### src/rtl/atmega_uart_pkg.sv
// Shared definitions for the ATmega UART transmit feeder: UCSRA bit positions and feeder FSM states.
package atmega_uart_pkg;

    localparam int unsigned BYTE_W     = 8;
    localparam int unsigned UCSRA_UDRE = 5;
    localparam int unsigned UCSRA_TXC  = 6;
    localparam int unsigned UCSRA_RXC  = 7;

    typedef enum logic [1:0] {
        IDLE  = 2'd0,
        POLL  = 2'd1,
        WRITE = 2'd2,
        GAP   = 2'd3
    } feeder_state_e;

endpackage

### src/rtl/atmega_uart_tx_feeder_if.sv
// Producer push port, I/O-bus master port and FIFO status of the UART transmit feeder.
// Optional build macro: TX_FEEDER_LEVEL_EN adds the level signal.
interface atmega_uart_tx_feeder_if #(
    parameter int unsigned DEPTH           = 16,
    parameter int unsigned BUS_ADDR_IO_LEN = 16
);
    logic [7:0]                 push_data;
    logic                       push_valid;
    logic                       push_ready;
    logic                       bus_req;
    logic                       bus_gnt;
    logic [BUS_ADDR_IO_LEN-1:0] addr_io;
    logic                       rd_io;
    logic                       wr_io;
    logic [7:0]                 bus_io_out;
    logic [7:0]                 bus_io_in;
    logic                       empty;
`ifdef TX_FEEDER_LEVEL_EN
    logic [$clog2(DEPTH):0]     level;

    modport master (
        input  push_data, push_valid, bus_gnt, bus_io_in,
        output push_ready, bus_req, addr_io, rd_io, wr_io, bus_io_out, empty, level
    );
    modport slave (
        output push_data, push_valid, bus_gnt, bus_io_in,
        input  push_ready, bus_req, addr_io, rd_io, wr_io, bus_io_out, empty, level
    );
`else
    modport master (
        input  push_data, push_valid, bus_gnt, bus_io_in,
        output push_ready, bus_req, addr_io, rd_io, wr_io, bus_io_out, empty
    );
    modport slave (
        output push_data, push_valid, bus_gnt, bus_io_in,
        input  push_ready, bus_req, addr_io, rd_io, wr_io, bus_io_out, empty
    );
`endif

endinterface

### src/rtl/atmega_fifo_sync.sv
// Synchronous byte FIFO with wrap-bit pointers; TX_FEEDER_LEVEL_EN adds a registered occupancy output.
module atmega_fifo_sync
    import atmega_uart_pkg::*;
#(
    parameter int unsigned DEPTH = 16
) (
    input  logic                   clk,
    input  logic                   rst,
    input  logic                   push,
    input  logic                   pop,
    input  logic [BYTE_W-1:0]      din,
    output logic [BYTE_W-1:0]      head,
    output logic                   full,
    output logic                   empty
`ifdef TX_FEEDER_LEVEL_EN
    ,
    output logic [$clog2(DEPTH):0] level
`endif
);

    localparam int unsigned AW = $clog2(DEPTH);
    localparam int unsigned PW = AW + 1;

    logic [PW-1:0]     wr_ptr;
    logic [PW-1:0]     rd_ptr;
    logic [PW-1:0]     wr_ptr_nx;
    logic [PW-1:0]     rd_ptr_nx;
    logic [BYTE_W-1:0] mem [DEPTH];
    logic              do_push;
    logic              do_pop;

    // Same slot with opposite wrap bits means every entry is occupied.
    assign full    = (wr_ptr[AW-1:0] == rd_ptr[AW-1:0]) && (wr_ptr[AW] != rd_ptr[AW]);
    assign empty   = (wr_ptr == rd_ptr);
    assign do_push = push & ~full;
    assign do_pop  = pop & ~empty;

    assign wr_ptr_nx = do_push ? wr_ptr + PW'(1) : wr_ptr;
    assign rd_ptr_nx = do_pop  ? rd_ptr + PW'(1) : rd_ptr;

    always_ff @(posedge clk or negedge rst) begin
        if (!rst) begin
            wr_ptr <= '0;
            rd_ptr <= '0;
        end else begin
            wr_ptr <= wr_ptr_nx;
            rd_ptr <= rd_ptr_nx;
        end
    end

    // Storage is not reset; the pointers alone define valid contents.
    always_ff @(posedge clk) begin
        if (do_push) begin
            mem[wr_ptr[AW-1:0]] <= din;
        end
    end

    assign head = mem[rd_ptr[AW-1:0]];

`ifdef TX_FEEDER_LEVEL_EN
    always_ff @(posedge clk or negedge rst) begin
        if (!rst) begin
            level <= '0;
        end else begin
            level <= PW'(wr_ptr_nx - rd_ptr_nx);
        end
    end
`endif

endmodule

### src/rtl/atmega_uart_tx_feeder.sv
// Buffered UART transmit feeder: queues producer bytes and writes them to UDR whenever UCSRA.UDRE is set.
// Optional build macro: TX_FEEDER_LEVEL_EN exposes the FIFO occupancy on the level signal.
module atmega_uart_tx_feeder
    import atmega_uart_pkg::*;
#(
    parameter int unsigned DEPTH           = 16,
    parameter int unsigned BUS_ADDR_IO_LEN = 16,
    parameter int unsigned UDR_ADDR        = 'h0c,
    parameter int unsigned UCSRA_ADDR      = 'h0b
) (
    input  logic                          clk,
    input  logic                          rst,
    atmega_uart_tx_feeder_if.master       bus
);

    if (DEPTH < 2 || DEPTH > 256 || (DEPTH & (DEPTH - 1)) != 0) begin : g_bad_depth
        $error("atmega_uart_tx_feeder: DEPTH must be a power of two in 2..256");
    end
    if (UDR_ADDR == 0 || UDR_ADDR >= 'h40 || UCSRA_ADDR == 0 || UCSRA_ADDR >= 'h40) begin : g_bad_addr
        $error("atmega_uart_tx_feeder: UART register addresses must be non-zero and below 'h40");
    end

    feeder_state_e     state;
    logic              fifo_full;
    logic              fifo_empty;
    logic              pop;
    logic [BYTE_W-1:0] head;
    logic              udre;

    atmega_fifo_sync #(
        .DEPTH (DEPTH)
    ) u_fifo (
        .clk   (clk),
        .rst   (rst),
        .push  (bus.push_valid),
        .pop   (pop),
        .din   (bus.push_data),
        .head  (head),
        .full  (fifo_full),
        .empty (fifo_empty)
`ifdef TX_FEEDER_LEVEL_EN
        ,
        .level (bus.level)
`endif
    );

    assign bus.push_ready = ~fifo_full;
    assign bus.empty      = fifo_empty;
    assign udre           = bus.bus_io_in[UCSRA_UDRE];

    // GAP absorbs the cycle before UDRE drops after a UDR write, so no byte is written twice.
    always_ff @(posedge clk or negedge rst) begin
        if (!rst) begin
            state <= IDLE;
        end else begin
            unique case (state)
                IDLE:    if (!fifo_empty)           state <= POLL;
                POLL:    if (bus.bus_gnt && udre)   state <= WRITE;
                WRITE:   if (bus.bus_gnt)           state <= GAP;
                GAP:                                state <= IDLE;
                default:                            state <= IDLE;
            endcase
        end
    end

    // Strobes follow the live grant so a withdrawn grant never yields a partial access.
    always_comb begin
        bus.bus_req    = 1'b0;
        bus.rd_io      = 1'b0;
        bus.wr_io      = 1'b0;
        bus.addr_io    = '0;
        bus.bus_io_out = '0;
        pop            = 1'b0;
        unique case (state)
            POLL: begin
                bus.bus_req = 1'b1;
                bus.addr_io = BUS_ADDR_IO_LEN'(UCSRA_ADDR);
                bus.rd_io   = bus.bus_gnt;
            end
            WRITE: begin
                bus.bus_req    = 1'b1;
                bus.addr_io    = BUS_ADDR_IO_LEN'(UDR_ADDR);
                bus.bus_io_out = head;
                bus.wr_io      = bus.bus_gnt;
                pop            = bus.bus_gnt;
            end
            default: ;
        endcase
    end

endmodule
### src/flat_wrapper.sv
// flat-port wrapper written by rule: the top's interface ports become plain ports
module atmega_uart_tx_feeder_flat import atmega_uart_pkg::*;
#(
    parameter int unsigned DEPTH           = 16,
    parameter int unsigned BUS_ADDR_IO_LEN = 16,
    parameter int unsigned UDR_ADDR        = 'h0c,
    parameter int unsigned UCSRA_ADDR      = 'h0b
)
  (clk, rst, bus_push_data, bus_push_valid, bus_bus_gnt, bus_bus_io_in, bus_push_ready, bus_bus_req, bus_addr_io, bus_rd_io, bus_wr_io, bus_bus_io_out, bus_empty);
  atmega_uart_tx_feeder_if #(.DEPTH(DEPTH), .BUS_ADDR_IO_LEN(BUS_ADDR_IO_LEN)) bus_i ();
  input  logic clk;
  input  logic rst;
  input wire logic [$bits(bus_i.push_data)-1:0] bus_push_data;
  input wire logic [$bits(bus_i.push_valid)-1:0] bus_push_valid;
  input wire logic [$bits(bus_i.bus_gnt)-1:0] bus_bus_gnt;
  input wire logic [$bits(bus_i.bus_io_in)-1:0] bus_bus_io_in;
  output wire logic [$bits(bus_i.push_ready)-1:0] bus_push_ready;
  output wire logic [$bits(bus_i.bus_req)-1:0] bus_bus_req;
  output wire logic [$bits(bus_i.addr_io)-1:0] bus_addr_io;
  output wire logic [$bits(bus_i.rd_io)-1:0] bus_rd_io;
  output wire logic [$bits(bus_i.wr_io)-1:0] bus_wr_io;
  output wire logic [$bits(bus_i.bus_io_out)-1:0] bus_bus_io_out;
  output wire logic [$bits(bus_i.empty)-1:0] bus_empty;
  assign bus_i.push_data = bus_push_data;
  assign bus_i.push_valid = bus_push_valid;
  assign bus_i.bus_gnt = bus_bus_gnt;
  assign bus_i.bus_io_in = bus_bus_io_in;
  assign bus_push_ready = bus_i.push_ready;
  assign bus_bus_req = bus_i.bus_req;
  assign bus_addr_io = bus_i.addr_io;
  assign bus_rd_io = bus_i.rd_io;
  assign bus_wr_io = bus_i.wr_io;
  assign bus_bus_io_out = bus_i.bus_io_out;
  assign bus_empty = bus_i.empty;
  atmega_uart_tx_feeder #(.DEPTH(DEPTH), .BUS_ADDR_IO_LEN(BUS_ADDR_IO_LEN), .UDR_ADDR(UDR_ADDR), .UCSRA_ADDR(UCSRA_ADDR)) u_core (.clk(clk), .rst(rst), .bus(bus_i));
endmodule
### config.mk
export PLATFORM = sky130hd
export DESIGN_NAME = atmega_uart_tx_feeder_flat
export DESIGN_NICKNAME = d
export VERILOG_FILES = /design/src/rtl/atmega_uart_pkg.sv /design/src/rtl/atmega_uart_tx_feeder_if.sv /design/src/rtl/atmega_fifo_sync.sv /design/src/rtl/atmega_uart_tx_feeder.sv /design/src/flat_wrapper.sv
export SDC_FILE = /design/constraint.sdc
export NUM_CORES = 1
export LEC_CHECK = 0
export BUFFER_PORTS_ARGS = -buffer_cell sky130_fd_sc_hd__buf_2
export CAP_MARGIN = 20
export CORE_ASPECT_RATIO = 0.7
export CORE_MARGIN = 3
export CORE_UTILIZATION = 55
export CTS_CLUSTER_SIZE = 28
export DETAILED_ROUTE_END_ITERATION = 8
export GPL_TIMING_DRIVEN = 0
export PLACE_DENSITY = 0.74
export SLEW_MARGIN = 40
export SYNTH_ARGS = -nofsm -noshare
export SYNTH_HDL_FRONTEND = slang
export SYNTH_SLANG_ARGS = --single-unit
### constraint.sdc
create_clock -name clk -period 3.15 [get_ports clk]
set_clock_uncertainty 0.2 [all_clocks]
set_input_delay 0.7875 -clock clk [delete_from_list [all_inputs] [get_ports clk]]
set_output_delay 0.7875 -clock clk [all_outputs]
set_load 0.03 [all_outputs]
==> impl_metrics.yaml <==
sta:
  hold_viol: 0
  rsz0062_at_grt: "true"
  maxSlewHeadroom_pct: 44.5
  setup_slack_ps: -40.3
  tns_ps: -64.9
  setup_viol_count_final: 2
  drv_slew: 0
  fmax_mhz: 313
  period_share_pct: 101
  period_needed_ps: 3190
  worstMarginPinSlew_ps: 827
cts:
  cts_buffer_depth: 2
  cts.sinks: 140
  cts_buffers: 17
  clk_pin_slew_ps: 60
  cts_htree_levels: 4
  insertion_delay_ps: 420
  root_buffer: "clkbuf_16"
  cts_tree: "done"
  cts_hold_buf: 0
finish:
  antenna_cells: 0
  areaGrowthSynthToFinish_pct: 20.6
  design_area_um2: 7230
  final_core_util_pct: 69.0
  drive_gt1_share_pct: 33.3
  final_nets: 437
floorplanning:
  fp.dieW_um: 131
  coreArea_um2: 10500
  rows: 31
  design.die.area_um2: 12200
  fp.dieH_um: 93.4
  initial_utilization_pct: 57.3
  num_io_pins: 49
routing:
  route.detailed.drc: 0
  met2_length_um: 6020
  viasPerCell: 6.03
  totalWireLength_um: 13200
  avgRoutedWirePerCell_um: 24.0
  vias: 3326
  wl_met1_um: 5640
  wl_met3_um: 1340
  antenna_left: 0
  routed.top_layer: "met4"
  drt_iter0_markers: 388
  dr.pass1.iters: 5
global_route:
  grt_pass1_vias: 3160
  gr-total-overflow: 0
  grt_antenna_before_repair: 0
  grtUsageTotal_pct: 22.3
  grt_max_degree: 17
  grt_pass1_wl_um: 18900
critical_path:
  path_class: "reg -> out"
  required_ps: 2160
  critPathCaptureType: "output pin"
  worstSetupStartpointType: "flip-flop"
  worstPathArrival_ps: 2200
  cp_max_fo: 7
synthesis:
  synth.ff_latch_count: 140
  synth_seq_area_share_pct: 69.1
  postSynth.asyncResetShare_pct: 8.57
  syn-cell-area_um2: 6000
  yosysWarnings: 0
  synth.avg_cell_area_um2: 17.9
  syn_inst: 335
  ys_types: 39
  synth-main-ff-cell: "edfxtp_1"
  synth_edf_count: 128
power_and_ir_drop:
  power_leakage_nw: 2.65
  power.density_nw_per_um2: 1010
  p_total_mw: 7.31
  seqPwrFrac_pct: 33.3
  clkPwrFrac_pct: 28.1
  combPwrFrac_pct: 38.6
  internal_power_mw: 4.81
  peakVddDrop_v: 0.000903
  p_sw_mw: 2.50
  p_sw_share_pct: 34.2
worst_hold_path:
  hold_class: "in -> async"
placed_design:
  place_hpwl_um: 8030
  dpl-instance-area_um2: 6400
  place_congestion: 0.789
  port_buffers: 29
status:
  status: "finished with violations"
  failed_checks: "setup timing"
flow_run:
  max-cap-violations: 0
[worst max-delay path: stages (launching register included)]
cell,delay [ps]
dfrtp_1,390
buf_12,150
buf_12,130
mux4_2,540
o211ai_1,270
o21ai_1,120
buf_4,180
[flip-flops by register name (all words and copies together) (netlist names)]
register / flops
u_core.u_fifo.mem: 128
u_core.u_fifo.rd_ptr: 5
u_core.u_fifo.wr_ptr: 5
u_core.state: 2
[kinds of logic after synthesis]
group	share of synthesized area, %
AOI/OAI and AO/OA	5.03
xor gates and xnor gates	2.00
adders and majority gates	2.09
buffers and inverters	4.01
DFF	69.1
muxes	14.0
other	0.0625
and+or+nand+nor	3.74
[layout by cell type, fill, tap and decap left out, types with 3 or more instances in the layout]
cell type and instances:
a21oi_1 3, a22oi_1 7, a22oi_2 5, and2_1 3
buf_12 4, buf_2 24, buf_4 33, buf_6 5
bufinv_16 4, clkbuf_1 5, clkbuf_16 19, clkinv_1 3
conb_1 12, dfrtp_1 12, edfxtp_1 128, ha_1 10
inv_1 6, mux2i_1 27, mux4_1 7, mux4_2 15
nand2_1 3, nand2b_1 3, nand3_1 5, nand4_1 3
nor2_1 8, nor2_2 7, nor3_1 3, nor3_2 4
o211ai_1 11, o21ai_1 6, xnor2_1 6, xor2_1 4
[power groups by stage]
stage	registers, mW	clock network (mW)	logic [mW]
6_report	2.43	2.05	2.82
5_1_grt	2.45	2.15	2.99
4_1_cts	2.42	2.07	2.61
3_5_place_dp	2.46	0	2.41
3_3_place_gp	2.44	0	2.33
2_1_floorplan	2.41	0	1.79
[per-layer routing]
| metal | global-route usage, % | up-vias |
|---|---|---|
| met1 | 33.2 | 1668 |
| li1 | - | 1459 |
| met3 | 8.50 | 26 |
| met2 | 31.1 | 173 |
| met4 | 6.16 | 0 |
| met5 | 0 | - |
[synth_stat cells, types with 4 or more instances]
| library cell | instances | share of area, % |
|---|---|---|
| ha_1 | 10 | 2.1 |
| a22oi_1 | 12 | 1.5 |
| clkbuf_1 | 5 | 0.31 |
| dfrtp_1 | 12 | 5.0 |
| mux2i_1 | 27 | 4.5 |
| buf_4 | 15 | 1.9 |
| mux4_1 | 9 | 3.9 |
| inv_1 | 6 | 0.38 |
| edfxtp_1 | 128 | 64 |
| xnor2_1 | 6 | 0.88 |
| and2_1 | 4 | 0.42 |
| xor2_1 | 4 | 0.58 |
| o211ai_1 | 11 | 1.4 |
| mux4_2 | 13 | 4.9 |
| nand3_1 | 5 | 0.42 |
| a21oi_1 | 4 | 0.33 |
| buf_6 | 6 | 1.1 |
| nor2_1 | 15 | 0.94 |
| o21ai_0 | 6 | 0.50 |
| nor3_1 | 7 | 0.58 |
[final cells by class]
type	instances	area (um2)
Sequential cell	140	4140
Fill cell	665	3240
Multi-Input combinational cell	170	1720
Clock buffer	19	433
Timing Repair Buffer	43	313
Buffer	29	258
Clock inverter	13	174
Tap cell	132	165
Inverter	6	22.5
[path summary, 6_finish.rpt]
check | from | to | slack (ps) | cells past startpoint
setup reg to reg | u_core.u_fifo.wr_ptr[4] | u_core.u_fifo.mem[9][6] | 510 | 3
setup / recovery | u_core.u_fifo.rd_ptr[0] | bus_bus_io_out[0] | -40 | 6
hold reg to reg | u_core.state[1] | u_core.state[1] | 390 | 1
min in group clk | u_core.state[1] | u_core.state[1] | 390 | 1
max in group asynchronous | rst | u_core.state[0] | 2490 | 1
hold / removal | rst | u_core.u_fifo.wr_ptr[1] | 40 | 1
[timing repair]
action                     4_1_cts  5_1_grt
gates cloned                     0        2
pin swaps                        4        6
gates resized for setup         32        5
buffers inserted                 4        6
setup endpoints to repair        8        8
[through the flow]
| step | setup WS [ps] | instances | hold slack, ps |
|---|---|---|---|
| after global routing | -87.7 | 552 | 54.8 |
| final | -40.3 | 552 | 40.4 |
| after CTS | -4.48 | 544 | 39.9 |
| after detailed placement | 171 | 509 | 369 |
| after floorplan | 410 | 346 | 292 |
| after global placement | 17.6 | 507 | 352 |
Note: power is estimated with default switching activity, not from simulation.
